## src/rtl/chess_clock_pkg.sv

```systemverilog
// Shared types, default start time and 7-segment decoding for the chess clock.
package chess_clock_pkg;

    // One BCD digit.
    typedef logic [3:0] bcd_t;

    // Default start time 05:00.
    localparam bcd_t DEF_MT = 4'd0;
    localparam bcd_t DEF_MO = 4'd5;
    localparam bcd_t DEF_ST = 4'd0;
    localparam bcd_t DEF_SO = 4'd0;

    // Active-high segment patterns, bit0 = a .. bit6 = g.
    localparam logic [6:0] SEG_0     = 7'h3F;
    localparam logic [6:0] SEG_1     = 7'h06;
    localparam logic [6:0] SEG_2     = 7'h5B;
    localparam logic [6:0] SEG_3     = 7'h4F;
    localparam logic [6:0] SEG_4     = 7'h66;
    localparam logic [6:0] SEG_5     = 7'h6D;
    localparam logic [6:0] SEG_6     = 7'h7D;
    localparam logic [6:0] SEG_7     = 7'h07;
    localparam logic [6:0] SEG_8     = 7'h7F;
    localparam logic [6:0] SEG_9     = 7'h6F;
    localparam logic [6:0] SEG_BLANK = 7'h00;

    // Decode one BCD digit; non-decimal codes blank the digit.
    function automatic logic [6:0] seg7(input bcd_t d);
        case (d)
            4'd0:    seg7 = SEG_0;
            4'd1:    seg7 = SEG_1;
            4'd2:    seg7 = SEG_2;
            4'd3:    seg7 = SEG_3;
            4'd4:    seg7 = SEG_4;
            4'd5:    seg7 = SEG_5;
            4'd6:    seg7 = SEG_6;
            4'd7:    seg7 = SEG_7;
            4'd8:    seg7 = SEG_8;
            4'd9:    seg7 = SEG_9;
            default: seg7 = SEG_BLANK;
        endcase
    endfunction

endpackage

```

## src/rtl/bcd_countdown_timer.sv

```systemverilog
// MM:SS BCD countdown timer with a sticky expired flag; stops at 00:00.
module bcd_countdown_timer
    import chess_clock_pkg::*;
#(
    parameter bcd_t INIT_MT = DEF_MT,
    parameter bcd_t INIT_MO = DEF_MO,
    parameter bcd_t INIT_ST = DEF_ST,
    parameter bcd_t INIT_SO = DEF_SO
) (
    input  logic CLK,
    input  logic CLR,
    input  logic en,
    output bcd_t min_tens,
    output bcd_t min_ones,
    output bcd_t sec_tens,
    output bcd_t sec_ones,
    output logic expired
);

    bcd_t mt_q, mo_q, st_q, so_q;
    bcd_t mt_d, mo_d, st_d, so_d;
    logic exp_q, exp_d;
    logic at_zero, at_one;

    assign at_zero = (mt_q == 4'd0) && (mo_q == 4'd0) && (st_q == 4'd0) && (so_q == 4'd0);
    assign at_one  = (mt_q == 4'd0) && (mo_q == 4'd0) && (st_q == 4'd0) && (so_q == 4'd1);

    // Next time: one-second decrement with borrow chain, flag on reaching 00:00.
    always_comb begin
        mt_d  = mt_q;
        mo_d  = mo_q;
        st_d  = st_q;
        so_d  = so_q;
        exp_d = exp_q;
        if (en && !exp_q) begin
            if (at_zero) begin
                // Started at 00:00: the first tick just expires the timer.
                exp_d = 1'b1;
            end else begin
                if (at_one) begin
                    exp_d = 1'b1;
                end
                if (so_q != 4'd0) begin
                    so_d = so_q - 4'd1;
                end else begin
                    so_d = 4'd9;
                    if (st_q != 4'd0) begin
                        st_d = st_q - 4'd1;
                    end else begin
                        st_d = 4'd5;
                        if (mo_q != 4'd0) begin
                            mo_d = mo_q - 4'd1;
                        end else begin
                            mo_d = 4'd9;
                            mt_d = mt_q - 4'd1;
                        end
                    end
                end
            end
        end
    end

    // Digit and flag registers; reset reloads the start time.
    always_ff @(posedge CLK or negedge CLR) begin
        if (!CLR) begin
            mt_q  <= INIT_MT;
            mo_q  <= INIT_MO;
            st_q  <= INIT_ST;
            so_q  <= INIT_SO;
            exp_q <= 1'b0;
        end else begin
            mt_q  <= mt_d;
            mo_q  <= mo_d;
            st_q  <= st_d;
            so_q  <= so_d;
            exp_q <= exp_d;
        end
    end

    assign min_tens = mt_q;
    assign min_ones = mo_q;
    assign sec_tens = st_q;
    assign sec_ones = so_q;
    assign expired  = exp_q;

endmodule

```

## src/rtl/chess_clock_top.sv

```systemverilog
// Two-player chess clock: selects the running timer and drives 7-segment digits.
module chess_clock_top
    import chess_clock_pkg::*;
#(
    parameter int unsigned INIT_MT = 0,
    parameter int unsigned INIT_MO = 5,
    parameter int unsigned INIT_ST = 0,
    parameter int unsigned INIT_SO = 0
) (
    input  logic       CLK,
    input  logic       CLR,
    input  logic       CE,
    input  logic       SELECT,
    input  logic       STOP,
    output logic       OVERFLOW1,
    output logic       OVERFLOW2,
    output logic [6:0] seg0_0,
    output logic [6:0] seg0_1,
    output logic [6:0] seg0_2,
    output logic [6:0] seg0_3,
    output logic [6:0] seg1_0,
    output logic [6:0] seg1_1,
    output logic [6:0] seg1_2,
    output logic [6:0] seg1_3
);

    localparam bcd_t P_MT = bcd_t'(INIT_MT);
    localparam bcd_t P_MO = bcd_t'(INIT_MO);
    localparam bcd_t P_ST = bcd_t'(INIT_ST);
    localparam bcd_t P_SO = bcd_t'(INIT_SO);

    bcd_t t0_mt, t0_mo, t0_st, t0_so;
    bcd_t t1_mt, t1_mo, t1_st, t1_so;
    logic exp0, exp1;
    logic run, en0, en1;

    // Any expired timer ends the game and freezes both clocks; STOP outranks CE.
    assign run = CE && !STOP && !exp0 && !exp1;
    assign en0 = run && !SELECT;
    assign en1 = run &&  SELECT;

    bcd_countdown_timer #(
        .INIT_MT(P_MT), .INIT_MO(P_MO), .INIT_ST(P_ST), .INIT_SO(P_SO)
    ) u_timer0 (
        .CLK      (CLK),
        .CLR      (CLR),
        .en       (en0),
        .min_tens (t0_mt),
        .min_ones (t0_mo),
        .sec_tens (t0_st),
        .sec_ones (t0_so),
        .expired  (exp0)
    );

    bcd_countdown_timer #(
        .INIT_MT(P_MT), .INIT_MO(P_MO), .INIT_ST(P_ST), .INIT_SO(P_SO)
    ) u_timer1 (
        .CLK      (CLK),
        .CLR      (CLR),
        .en       (en1),
        .min_tens (t1_mt),
        .min_ones (t1_mo),
        .sec_tens (t1_st),
        .sec_ones (t1_so),
        .expired  (exp1)
    );

    assign OVERFLOW1 = exp0;
    assign OVERFLOW2 = exp1;

    assign seg0_0 = seg7(t0_so);
    assign seg0_1 = seg7(t0_st);
    assign seg0_2 = seg7(t0_mo);
    assign seg0_3 = seg7(t0_mt);
    assign seg1_0 = seg7(t1_so);
    assign seg1_1 = seg7(t1_st);
    assign seg1_2 = seg7(t1_mo);
    assign seg1_3 = seg7(t1_mt);

endmodule

```

## config.mk

```make
export PLATFORM = sky130hd
export DESIGN_NAME = chess_clock_top
export DESIGN_NICKNAME = d
export VERILOG_FILES = /design/src/rtl/chess_clock_pkg.sv /design/src/rtl/bcd_countdown_timer.sv /design/src/rtl/chess_clock_top.sv
export SDC_FILE = /design/constraint.sdc
export NUM_CORES = 1
export LEC_CHECK = 0
export CAP_MARGIN = 10
export CORE_MARGIN = 3
export CORE_UTILIZATION = 25
export DETAILED_ROUTE_END_ITERATION = 10
export SYNTH_ARGS = -nofsm -noshare
export SYNTH_HDL_FRONTEND = slang
export SYNTH_HIERARCHICAL = 1
export SYNTH_SLANG_ARGS = --single-unit
```

## constraint.sdc

```tcl
create_clock -name CLK -period 3.15 [get_ports CLK]
set_input_delay 0.63 -clock CLK [delete_from_list [all_inputs] [get_ports CLK]]
set_output_delay 0.63 -clock CLK [all_outputs]
set_load 0.005 [all_outputs]
```

==> flow_summary.toml <==
[logic_synthesis]
synth_area_um2 = 3410
yosysWarnings = 6
yosysUniqueCellTypes = 47
yosys.area.top_type = "dfrtp_1"
ys_ff_latch = 34
synth_top_cell_area_share = 0.220
synth_ff_type = "dfrtp_1"
seq_area_frac_synth = 0.251
syn_avg_cell_area_um2 = 9.09
synth_edf_count = 0
synth.net_count = 432
yosys-top-cells-area = "dfrtp_1, ha_1, inv_1, o22ai_1, o21ai_0"
synthCells = 375
synthArstFlopShare = 1.00

[clocking]
clk_pin_slew_worst_paths_ns = 0.05
holdBufCountCts = 0
insertion_delay_ns = 0.27
cts_setup_buffers = 0
tritoncts = "yes"
cts_max_level = 2
post_cts_resized = 0
cts_buffer_depth = 2
cts-root-buf = "clkbuf_16"
cts_made_buffers = 5
cts.sinks = 34

[sta]
slew-limit-headroom = 0.481
setup_viol = 0
finalClockSkew_ns = 0.00587
hold_viol = 0
rsz0062_at_grt = "false"
finalCritPeriodShare = 0.921
fin_crit_ns = 2.90
tightest_slew_ns = 0.778
fmax_mhz = 345
final.setup.tns_ns = 0
maxSlewViolCount = 0
layout_setup_ws_ns = 0.248

[placement]
placed_cells = 606
dpl-instance-area_um2 = 4190
dpl_worst_slack_ns = -0.0614
dp_hpwl_mm = 5.36
io_buffer_count = 62
gp_congestion = 0.736

[cells_and_area]
fillCellCount = 1370
fin_area_um2 = 4320
nNetsFinal = 494
drive_above_1_share = 0.107
area_delta_synth_final_pct = 26.9
antenna_cells = 0
stdcell_count = 614

[critical_path]
worstSetupEndpoint = "u_timer1/sec_tens[1]"
crit_type = "in2reg"
cp_num_cells = 8
arrival_ns = 3.06
cpLargestDelayFamily = "simple AND/OR/NAND/NOR gates"
ff2ff_path_depth = 6
crit_chain = "clkdlybuf4s50_1, nand2b_1, nor4b_1, buf_4, or3b_1, or4_1, nor2_1, mux2_2"
endpoint_kind = "register"
critical_path_buf_inv_count = 2
critPathMaxStageDelay_ns = 0.50
reg2reg_to = "u_timer1/sec_tens[1]"
critPathLaunch = "STOP"
worstReg2RegStart = "u_timer0/expired"
slowest_stage = "or4_1"
worstSetupStartpointType = "primary input"
worstPathRequired_ns = 3.31
path_max_fanout = 5
r2r_setup_slack_ns = 0.71

[power_and_ir_drop]
switchingPower_mw = 1.68
worst_ir_drop_vdd_mv = 0.417
power.share.clock = 0.111
combPwrFrac = 0.633
intPower_mw = 2.45
power_density_nw_per_um2 = 953
p_seq_frac = 0.256
p_leak_nw = 1.95
design_power_total_mw = 4.12
p_sw_frac = 0.407

[flow_run]
cap_violations = 0

[detailed_routing]
via_per_inst = 4.58
wl_per_cell_um = 11.4
postRouteAntennaNets = 0
drtPass1Iterations = 4
drc = 0
drt_iter0_markers = 62
num_vias = 2815
wirelength_mm = 6.99

[min_path]
hold_path_class = "in2async"

[global_route]
grt_pass1_vias = 2816
antenna_found_initial = 0
grt_pass1_wl_mm = 12.5
overflow = 0
grtUsageTotal = 0.0983
grt_max_degree = 35

[floorplan]
start_util = 0.256
rows = 42
core_um2 = 13300
ioPinCount = 63
die_h_um = 123
die_area_um2 = 15100
die_w_um = 123

[status]
status = "finished, final reports clean"
state kept, by name (all words and copies together) (netlist names), 4 cells and up:
| signal | cells |
|---|---|
| u_timer0/min_ones | 4 |
| u_timer0/min_tens | 4 |
| u_timer0/sec_ones | 4 |
| u_timer0/sec_tens | 4 |
| u_timer1/min_ones | 4 |
| u_timer1/min_tens | 4 |
| u_timer1/sec_ones | 4 |
| u_timer1/sec_tens | 4 |
area by class of cell:
class | count | area, µm² | area share
inverter | 53 | 199 | 0.0460
sequential | 34 | 856 | 0.198
tap | 176 | 220 | 0.0509
clock buffer | 8 | 136 | 0.0315
multi-input combinational | 274 | 2240 | 0.519
timing repair buffer | 69 | 668 | 0.155
cells in the mapped netlist (3+ instances only):
cell type  count
inv_1         53
ha_1          52
dfrtp_1       30
nor2_1        30
o21ai_0       30
o22ai_1       28
a21o_1        16
xnor2_1       12
a21oi_1        8
nor3_1         8
mux2i_1        7
buf_2          5
buf_4          5
nand2_1        5
nand2b_4       5
nor4_1         5
o31a_1         5
buf_6          4
dfstp_2        4
mux2_2         4
or3_1          4
xor2_1         4
a21oi_2        3
nand2b_1       3
o21ai_2        3
o22ai_2        3
metrics by stage:
step | hold WS [ns] | utilization
6_report | 0.440 | 0.325
3_5_place_dp | 0.555 | 0.315
4_1_cts | 0.476 | 0.325
5_1_grt | 0.504 | 0.325
3_3_place_gp | 0.541 | 0.315
2_1_floorplan | 0.334 | -
per-layer routing:
layer | global-route usage | share of wire | routed length (µm) | vias up
met4 | 0.0168 | 0.0041 | 29 | 0
met3 | 0.0212 | 0.030 | 208 | 4
li1 | - | - | - | 1431
met2 | 0.186 | 0.54 | 3770 | 41
met5 | 0 | 0 | 0 | -
met1 | 0.114 | 0.43 | 2990 | 1339
kinds of logic after synthesis:
family	Yosys count	synth area share
AOI/OAI and AO/OA	107	0.208
and+or+nand+nor	84	0.169
buffers and inverters	67	0.0900
adders and majority gates	52	0.191
DFF	34	0.251
xor gates and xnor gates	16	0.0411
muxes	15	0.0492
how the worst min path moves through the flow:
stage,from,to,slack [ns],cells past startpoint
after floorplan,CLR,u_timer0/expired,0.33,0
after global placement,u_timer0/expired,u_timer0/expired,0.54,1
after detailed placement,u_timer0/expired,u_timer0/expired,0.56,1
after CTS,CLR,u_timer0/expired,0.48,1
after global routing,CLR,u_timer0/expired,0.50,1
final,CLR,u_timer0/sec_tens[2],0.44,1
placed cells by master (no fill, tap or decap), types with 4 or more instances in the layout:
cell and instances:
nor3_1 8, mux2_2 4, o21ai_0 30, buf_4 7, dfrtp_1 30, o22ai_1 28
clkdlybuf4s50_1 61, a21oi_1 8, mux2i_1 7, clkbuf_16 5, nand2b_4 5, nor2_1 30
ha_1 52, o31a_1 5, inv_1 53, xor2_1 4, nor4_1 5, a21o_1 16
xnor2_1 12, nand2_1 5, dfstp_2 4, or3_1 4
power groups by stage:
stage	registers, mW	clock network [mW]	logic [mW]
2_1_floorplan	0.876	0	1.55
3_3_place_gp	1.05	0	2.59
3_5_place_dp	1.07	0	2.64
4_1_cts	1.06	0.472	2.66
5_1_grt	1.12	0.498	2.94
6_report	1.05	0.458	2.61
(Power assumes the default switching activity.)
==> RTL edit 1: new RTL, config.mk and constraints unchanged <==
Register the output `seg0_1`; this adds one clock of latency there. The other outputs are not delayed to match.
--- a/src/rtl/chess_clock_top.sv
+++ b/src/rtl/chess_clock_top.sv
@@ -69,7 +69,9 @@
     assign OVERFLOW2 = exp1;
 
     assign seg0_0 = seg7(t0_so);
-    assign seg0_1 = seg7(t0_st);
+    always_ff @(posedge CLK) begin
+        seg0_1 <= seg7(t0_st);
+    end
     assign seg0_2 = seg7(t0_mo);
     assign seg0_3 = seg7(t0_mt);
     assign seg1_0 = seg7(t1_so);
Function: changed (Yosys sat finds a counterexample within 4 cycles, from zero or initial values).
==> RTL edit 1 against the unedited design <==
  * Cell area rose by 4.0%
  * Routed wire length up 1.1%
  * Cell count increased by 1.5%
  * Synthesized area rose by 4.1%
  * Via count increased by 0.67%
  * Combinational power shrank 3%
  * Sequential cell count grew 7
  * Sequential share of layout area is 2.4 points higher
  * Maximum frequency up 2.8%
  * Sequential power is 16% higher
  * Worst setup slack improved by 0.080 ns
  * Power rose by 3.1%
  * Hold slack gained 0.11 ns
  * Critical path type unchanged
  * Largest power group unchanged
==> RTL edit 1: results (changes against the unedited design) <==
* Worst R2R Setup Slack at 0.77 ns (+0.06 ns)
* Top post-synthesis cells by area: dfrtp_1 21%, ha_1 18%, inv_1 5.6%
* Unique cell type count in the Yosys netlist at 48 (+2.1%)
* Final WL at 7070 um (+1.1%)
* VDD IR max at 0.480 mV (+15%)
* Worst R2R End: u_timer1/min_ones[3]
* Outcome: complete, no violations
* Worst slack at placement at 0.0463 ns (+0.108 ns)
* Leak at 2.02 nW (+3.6%)
* Reg2reg path depth at 5 (-1)
* Ys async rst share at 0.829 (-0.171)
* Hold/Removal Path Class: flop to flop
* Nets at 503 (+1.8%)
* Xor/xnor share of the synthesized area at 0.0395 (-0.00162)
* Multiplexer area fraction after synthesis at 0.0473 (-0.00194)
* Adder-cell share of the synthesized area at 0.183 (-0.00754)
* Compound-gate portion of the synthesized area at 0.200 (-0.00823)
* Post-DP HPWL at 5360 um (about the same)
* Worst clock skew at 0.0117 ns (+0.00587 ns)
* Internal power at 2.53 mW (+3.7%)
* Post-synth top cells: 53 x inv_1, 52 x ha_1, 30 x dfrtp_1, 30 x nor2_1, 30 x o21ai_0
* Fin Hold WS at 0.550 ns (+0.110 ns)
* Vias/cell at 4.55 (-0.78%)
* Ratio of cells with drive above 1 in the final layout at 0.114 (+0.00679)
* Worst-Margin Slew at 0.648 ns (-0.129 ns)
* Placed cell area at 4350 um2 (+3.8%)
* Data arrival time of the worst path at 2.99 ns (-0.07 ns)
* IO buf count at 62 (unchanged)
* Gp weighted congestion at 0.806 (+9.6%)
* Fillers at 1402 (+2.3%)
## RTL edit 1: cell count changes after synthesis
cell / before / now
dfxtp_1: 0 / 7
## RTL edit 1: per-layer routing
layer | vias to the layer above | share of wire | global-route usage
li1 | 1457 | - | -
met5 | - | 0 | 0
met3 | 2 | 0.040 | 0.0217
met2 | 45 | 0.45 | 0.149
met1 | 1330 | 0.50 | 0.123
met4 | 0 | 0.0081 | 0.0198
## RTL edit 1: layout make-up
cell class,instances,share of cell area
multi-input combinational,274,0.499
timing repair buffer,71,0.153
clock inverter,3,0.00556
clock buffer,5,0.0278
tap,176,0.0490
sequential,41,0.221
inverter,53,0.0442
## RTL edit 1: cells by family (layout without fill, tap and decap cells)
kind of cell,count (synthesis),count (layout)
flops,41,41
xor+xnor,16,16
compound gates,107,107
mux,15,15
fa+ha+maj,52,52
simple gates,84,84
buf+inv,67,132
## RTL edit 1: worst max-delay path by stage
stage	from	end	slack, ns	depth (start not counted)
4_1_cts	u_timer1/sec_ones[1]	seg1_0[3]	0.31	6
6_report	STOP	u_timer1/min_ones[3]	0.33	7
3_3_place_gp	STOP	u_timer1/sec_tens[1]	0.06	7
3_5_place_dp	STOP	u_timer1/min_ones[3]	0.05	7
5_1_grt	u_timer1/sec_ones[1]	seg1_0[3]	0.09	6
2_1_floorplan	STOP	u_timer1/min_ones[3]	0.33	8
## RTL edit 1: power groups by stage
stage / Clock (mW) / Combinational (mW) / Sequential, mW
floorplan: 0 / 1.53 / 1.03
global placement: 0 / 2.51 / 1.22
detailed placement: 0 / 2.54 / 1.24
CTS: 0.529 / 2.56 / 1.23
global route: 0.557 / 2.84 / 1.29
finish: 0.510 / 2.52 / 1.22
## RTL edit 1: worst max-delay path: stages
cell	delay, ns
clkdlybuf4s50_1	0.39
nand2b_1	0.16
nor4b_1	0.38
or3b_1	0.46
nand4bb_4	0.23
or4_4	0.44
mux2_4	0.30
## RTL edit 1: per-stage QoR
stage | std cells | utilization | power [mW]
CTS | 623 | 0.332 | 4.32
global route | 623 | 0.332 | 4.68
finish | 623 | 0.332 | 4.25
global placement | 615 | 0.321 | 3.72
detailed placement | 615 | 0.321 | 3.77
floorplan | 382 | - | 2.56
